File: config.mk
export PLATFORM = sky130hd
export DESIGN_NAME = lcd_text_ctrl_flat
export DESIGN_NICKNAME = d
export VERILOG_FILES = /design/src/rtl/lcd_text_ctrl_if.sv /design/src/rtl/lcd_text_ctrl.sv /design/src/flat_wrapper.sv
export SDC_FILE = /design/constraint.sdc
export NUM_CORES = 1
export LEC_CHECK = 0
export ABC_AREA = 0
export CORE_ASPECT_RATIO = 0.8
export CORE_MARGIN = 4
export CORE_UTILIZATION = 50
export DETAILED_ROUTE_END_ITERATION = 8
export PLACE_DENSITY = 0.82
export SETUP_SLACK_MARGIN = 0.05
export SYNTH_ARGS = -nofsm -noshare
export SYNTH_HDL_FRONTEND = slang
export SYNTH_SLANG_ARGS = --single-unit
File: constraint.sdc
create_clock -name clk -period 2.2 [get_ports clk]
set_input_delay 0.44 -clock clk [delete_from_list [all_inputs] [get_ports clk]]
set_output_delay 0.44 -clock clk [all_outputs]
set_load 0.03 [all_outputs]
File: src/rtl/lcd_text_ctrl_if.sv
// Requester/LCD-side signal bundle for the character LCD text controller.
// The master side is the character source plus the LCD interface; the slave side is the controller.
interface lcd_text_ctrl_if;
    logic       char_valid;
    logic [7:0] char_data;
    logic       char_ready;
    logic       clr_req;
    logic       lcd_busy;
    logic       lcd_enable;
    logic [9:0] lcd_bus;
    logic [5:0] col;
    logic       row;
    logic       idle;

    modport master (
        output char_valid, char_data, clr_req, lcd_busy,
        input  char_ready, lcd_enable, lcd_bus, col, row, idle
    );

    modport slave (
        input  char_valid, char_data, clr_req, lcd_busy,
        output char_ready, lcd_enable, lcd_bus, col, row, idle
    );
endinterface

File: src/rtl/lcd_text_ctrl.sv
// Two-row character LCD text controller: accepts bytes, tracks the cursor, issues
// character/address/clear transfers with a fixed inter-transfer gap and busy drain.
module lcd_text_ctrl #(
    parameter int COLS        = 16,
    parameter int XFER_CYCLES = 52
) (
    input  logic            clk,
    input  logic            rst,
    lcd_text_ctrl_if.slave  ctrl
);
    typedef enum logic [2:0] {WAIT_INIT, IDLE, ISSUE, GAP, DRAIN} state_t;

    localparam logic [5:0] COLS_W   = 6'(COLS);
    localparam logic [7:0] GAP_LOAD = 8'(XFER_CYCLES - 2);

    state_t     state;
    logic       clr_pend;
    logic       addr_pend;
    logic       init_seen;
    logic [7:0] gap_cnt;
    logic       enable_q;
    logic [9:0] bus_q;
    logic [5:0] col_q;
    logic       row_q;

    // DDRAM set-address command for the start of the given row.
    function automatic logic [9:0] addr_cmd(input logic row_new);
        return {2'b00, 8'h80 | (row_new ? 8'h40 : 8'h00)};
    endfunction

    assign ctrl.char_ready = (state == IDLE) & ~ctrl.clr_req & ~clr_pend;
    assign ctrl.idle       = (state == IDLE) & ~clr_pend;
    assign ctrl.lcd_enable = enable_q;
    assign ctrl.lcd_bus    = bus_q;
    assign ctrl.col        = col_q;
    assign ctrl.row        = row_q;

    always_ff @(posedge clk or negedge rst) begin
        if (!rst) begin
            state     <= WAIT_INIT;
            clr_pend  <= 1'b0;
            addr_pend <= 1'b0;
            init_seen <= 1'b0;
            gap_cnt   <= '0;
            enable_q  <= 1'b0;
            bus_q     <= '0;
            col_q     <= '0;
            row_q     <= 1'b0;
        end else begin
            enable_q <= 1'b0;
            // Clears requested while busy are remembered; repeats collapse into one.
            if (ctrl.clr_req && state != IDLE)
                clr_pend <= 1'b1;

            case (state)
                WAIT_INIT: begin
                    if (!ctrl.lcd_busy) begin
                        if (init_seen) begin
                            state     <= IDLE;
                            init_seen <= 1'b0;
                        end else begin
                            init_seen <= 1'b1;
                        end
                    end else begin
                        init_seen <= 1'b0;
                    end
                end
                IDLE: begin
                    if (ctrl.clr_req || clr_pend) begin
                        clr_pend <= 1'b0;
                        bus_q    <= 10'h001;
                        col_q    <= '0;
                        row_q    <= 1'b0;
                        enable_q <= 1'b1;
                        state    <= ISSUE;
                    end else if (ctrl.char_valid) begin
                        enable_q <= 1'b1;
                        state    <= ISSUE;
                        if (ctrl.char_data == 8'h0A) begin
                            bus_q <= addr_cmd(~row_q);
                            row_q <= ~row_q;
                            col_q <= '0;
                        end else begin
                            // Column may briefly read COLS until the address step wraps it.
                            bus_q     <= {2'b10, ctrl.char_data};
                            col_q     <= col_q + 6'd1;
                            addr_pend <= (col_q + 6'd1 == COLS_W);
                        end
                    end
                end
                ISSUE: begin
                    gap_cnt <= GAP_LOAD;
                    state   <= GAP;
                end
                GAP: begin
                    if (gap_cnt == 8'd0)
                        state <= DRAIN;
                    else
                        gap_cnt <= gap_cnt - 8'd1;
                end
                DRAIN: begin
                    if (!ctrl.lcd_busy) begin
                        if (addr_pend) begin
                            addr_pend <= 1'b0;
                            bus_q     <= addr_cmd(~row_q);
                            row_q     <= ~row_q;
                            col_q     <= '0;
                            enable_q  <= 1'b1;
                            state     <= ISSUE;
                        end else begin
                            state <= IDLE;
                        end
                    end
                end
                default: state <= WAIT_INIT;
            endcase
        end
    end
endmodule

File: src/flat_wrapper.sv
// flat-port wrapper written by rule: the top's interface ports become plain ports
module lcd_text_ctrl_flat 
#(
    parameter int COLS        = 16,
    parameter int XFER_CYCLES = 52
)
  (clk, rst, ctrl_char_valid, ctrl_char_data, ctrl_clr_req, ctrl_lcd_busy, ctrl_char_ready, ctrl_lcd_enable, ctrl_lcd_bus, ctrl_col, ctrl_row, ctrl_idle);
  lcd_text_ctrl_if ctrl_i ();
  input  logic clk;
  input  logic rst;
  input wire logic [$bits(ctrl_i.char_valid)-1:0] ctrl_char_valid;
  input wire logic [$bits(ctrl_i.char_data)-1:0] ctrl_char_data;
  input wire logic [$bits(ctrl_i.clr_req)-1:0] ctrl_clr_req;
  input wire logic [$bits(ctrl_i.lcd_busy)-1:0] ctrl_lcd_busy;
  output wire logic [$bits(ctrl_i.char_ready)-1:0] ctrl_char_ready;
  output wire logic [$bits(ctrl_i.lcd_enable)-1:0] ctrl_lcd_enable;
  output wire logic [$bits(ctrl_i.lcd_bus)-1:0] ctrl_lcd_bus;
  output wire logic [$bits(ctrl_i.col)-1:0] ctrl_col;
  output wire logic [$bits(ctrl_i.row)-1:0] ctrl_row;
  output wire logic [$bits(ctrl_i.idle)-1:0] ctrl_idle;
  assign ctrl_i.char_valid = ctrl_char_valid;
  assign ctrl_i.char_data = ctrl_char_data;
  assign ctrl_i.clr_req = ctrl_clr_req;
  assign ctrl_i.lcd_busy = ctrl_lcd_busy;
  assign ctrl_char_ready = ctrl_i.char_ready;
  assign ctrl_lcd_enable = ctrl_i.lcd_enable;
  assign ctrl_lcd_bus = ctrl_i.lcd_bus;
  assign ctrl_col = ctrl_i.col;
  assign ctrl_row = ctrl_i.row;
  assign ctrl_idle = ctrl_i.idle;
  lcd_text_ctrl #(.COLS(COLS), .XFER_CYCLES(XFER_CYCLES)) u_core (.clk(clk), .rst(rst), .ctrl(ctrl_i));
endmodule
==> results.ini <==
[status]
status=complete, no violations

[clocking]
cts-root-buf=clkbuf_8
cts_tree=yes
cts_sinks=31
clk_path_buf_depth=2
path_clk_slew_ps=70
postCtsSetupBuffers=0
cts.repair.resized=1
htree_levels=2
hold_buffers=0
clock_latency_ps=290
cts_made_buffers=5

[placed_design]
place_inst=248
hpwl_um=2900
place_congestion=0.890
portBuffers=31

[synthesis]
synth_edf_count=0
postSynthAreaPerCell_um2=9.77
synthArstFlopShare_pct=100
yosysUniqueCellTypes=52
synthesis.area_um2=1710
ys_seq_area_share_pct=45.4
synth-seq-cells=31
synth_nets=192
synth_cells=175
ys_warn_count=0
synth_flop_cell=dfrtp_1

[critical_path]
r2r-end=u_core.state[0]
cp_cell_sequence=or3b_4 -> nor2_1 -> dlygate4sd2_1
crit_arrival_ps=1620
cp_num_cells=3
required_ps=1760
rr_startpoint=u_core.gap_cnt[0]
path_buf_inv=1
path_max_fanout=5
max_stage_delay_ps=440
r2r_slack_ps=250
crit_type=register to output pin
critPathTopFamily=simple AND/OR/NAND/NOR gates
crit_end=ctrl_idle
worst_path_max_delay_cell=or3b_4
worst_r2r_path_depth=6
startpoint_type=register
crit_path_end_kind=output pin
critPathLaunch=u_core.state[1]

[sta]
fin_tns_setup_ps=0
rsz0062_at_grt=false
hold_viol_final=0
slew_violations=0
worst_slew_pin_slew_ps=602
holdWs_ps=467
fmax_mhz=485
period_minus_slack_ps=2060
slew_headroom_pct=58.8
timing.final.crit_share_pct=93.7
setup_viol=0
clock_skew_ps=9.80

[route]
drc_errors=0
vias=1502
avgViaCountPerCell=5.87
routed_wl_um=4030
antenna_violating_nets_post_route=0
first_pass_iters=4
drt_iter0_markers=61
routedWlPerCell_um=15.7

[floorplanning]
io_pins=33
die_area_um2=4430
dieHeight_um=60.3
rows=18
core_area_um2=3180
die_x_um=73.4
start_util_pct=53.9

[layout]
mostFrequentLayoutCells=31 x dfrtp_1, 29 x clkdlybuf4s50_1, 23 x nand2_1
final_util_pct=69.1
diodes=0
instances_no_fill=256
layout_commonest_cell=dfrtp_1
areaGrowthSynthToFinish_pct=28.3
drive_above_1_share_pct=15.7
finalNetCount=232

[global_route]
overflow=0
grt_pass1_wl_um=6480
track_usage_pct=19.6
antenna_found_initial=0
grt_max_degree=32
grt_pass1_vias=1399

[power_and_ir_drop]
vdd_drop_max_mv=0.809
combPwrFrac_pct=50.7
powerDensity_nw_per_um2=1430
p_int_mw=1.83
swShare_pct=41.9
p_leak_nw=0.964
p_seq_share_pct=30.9
netSwitchingPower_mw=1.32
power_frac_clock_pct=18.4

[worst_hold_path]
hold_class=register to register

[flow_run]
max_cap_violations=0

## cells by family after synthesis
kind of cell	synth area share, %
AO/OA/AOI/OAI	21.9
XOR/XNOR	0.512
adder cells (fa/ha/maj)	2.93
buffers and inverters	5.85
flip-flops	45.4
multiplexers	2.41
other	0.219
AND/OR/NAND/NOR	20.8
## worst register-to-register path: cells and delay by family (launching register included)
| kind | cells | cell delay [ps] |
|---|---|---|
| flip-flops | 1 | 410 |
| AO/OA/AOI/OAI | 2 | 510 |
| buffers and inverters | 1 | 90 |
| AND/OR/NAND/NOR | 1 | 500 |
| multiplexers | 1 | 150 |
| adder cells (fa/ha/maj) | 1 | 160 |
## metal layers
metal,GRT usage (%),vias up,part of all wire [%]
li1,-,716,-
met1,24.2,723,45
met2,32.7,56,46
met3,4.87,7,7.1
met4,8.79,0,1.8
met5,0,-,0
## synthesized netlist by cell type (all sizes together), types with 2 or more instances
| cell type | number | share of area, % |
|---|---|---|
| dfrtp | 31 | 45 |
| o31ai | 2 | 0.88 |
| nor4 | 3 | 1.5 |
| ha | 4 | 2.9 |
| a21oi | 7 | 2.0 |
| nor2 | 16 | 3.5 |
| nand2b | 2 | 0.73 |
| buf | 7 | 3.6 |
| o21ai | 10 | 2.9 |
| or2 | 6 | 2.2 |
| o311ai | 2 | 1.5 |
| a31oi | 2 | 0.73 |
| inv | 7 | 1.5 |
| nand3 | 7 | 2.0 |
| o211ai | 2 | 0.88 |
| mux2i | 3 | 1.8 |
| o41ai | 3 | 1.5 |
| a21o | 3 | 1.3 |
| or3b | 2 | 1.2 |
| a211oi | 2 | 1.2 |
| nor3b | 3 | 1.3 |
| nand2 | 23 | 5.0 |
| a22o | 7 | 3.6 |
## power by group through the flow
stage / clock network [mW] / registers (mW) / logic, mW
detailed placement: 0 / 0.977 / 1.59
global placement: 0 / 0.953 / 1.54
floorplan: 0 / 1.16 / 0.886
finish: 0.578 / 0.973 / 1.59
global route: 0.605 / 1.00 / 1.72
CTS: 0.585 / 0.969 / 1.60
## metrics by stage
stage	power [mW]	worst slack (ps)	area, um2
floorplan	2.05	434	1710
global placement	2.50	58.2	2080
detailed placement	2.57	-12.5	2080
CTS	3.15	120	2190
global route	3.33	66.8	2190
finish	3.15	139	2190
## flip-flops by register name, summed over array words and instances, names as in the netlist
| signal | cells |
|---|---|
| u_core.ctrl.row | 1 |
| u_core.ctrl.lcd_enable | 1 |
| u_core.ctrl.col | 6 |
| u_core.ctrl.lcd_bus | 9 |
| u_core.addr_pend | 1 |
| u_core.gap_cnt | 8 |
| u_core.init_seen | 1 |
| u_core.state | 3 |
| u_core.clr_pend | 1 |
## worst min path at each step
stage                                start                     end  slack, ps  cells after the start
detailed placement  u_core.ctrl.lcd_bus[4]  u_core.ctrl.lcd_bus[4]        460                      2
CTS                 u_core.ctrl.lcd_bus[4]  u_core.ctrl.lcd_bus[4]        470                      2
global placement    u_core.ctrl.lcd_bus[5]  u_core.ctrl.lcd_bus[5]        450                      2
floorplan                              rst        u_core.addr_pend        140                      0
finish              u_core.ctrl.lcd_bus[4]  u_core.ctrl.lcd_bus[4]        470                      2
global route        u_core.ctrl.lcd_bus[2]  u_core.ctrl.lcd_bus[2]        510                      2
## cell type report
class | count | area (um2)
multi-input cells | 128 | 835
clock inverters | 2 | 35.0
flip-flops and latches | 31 | 776
repair buffers | 41 | 382
clock buffers | 6 | 82.6
inverters | 8 | 35.0
fillers | 241 | 981
well taps | 40 | 50.0
Power figures use the tool's default switching activity.
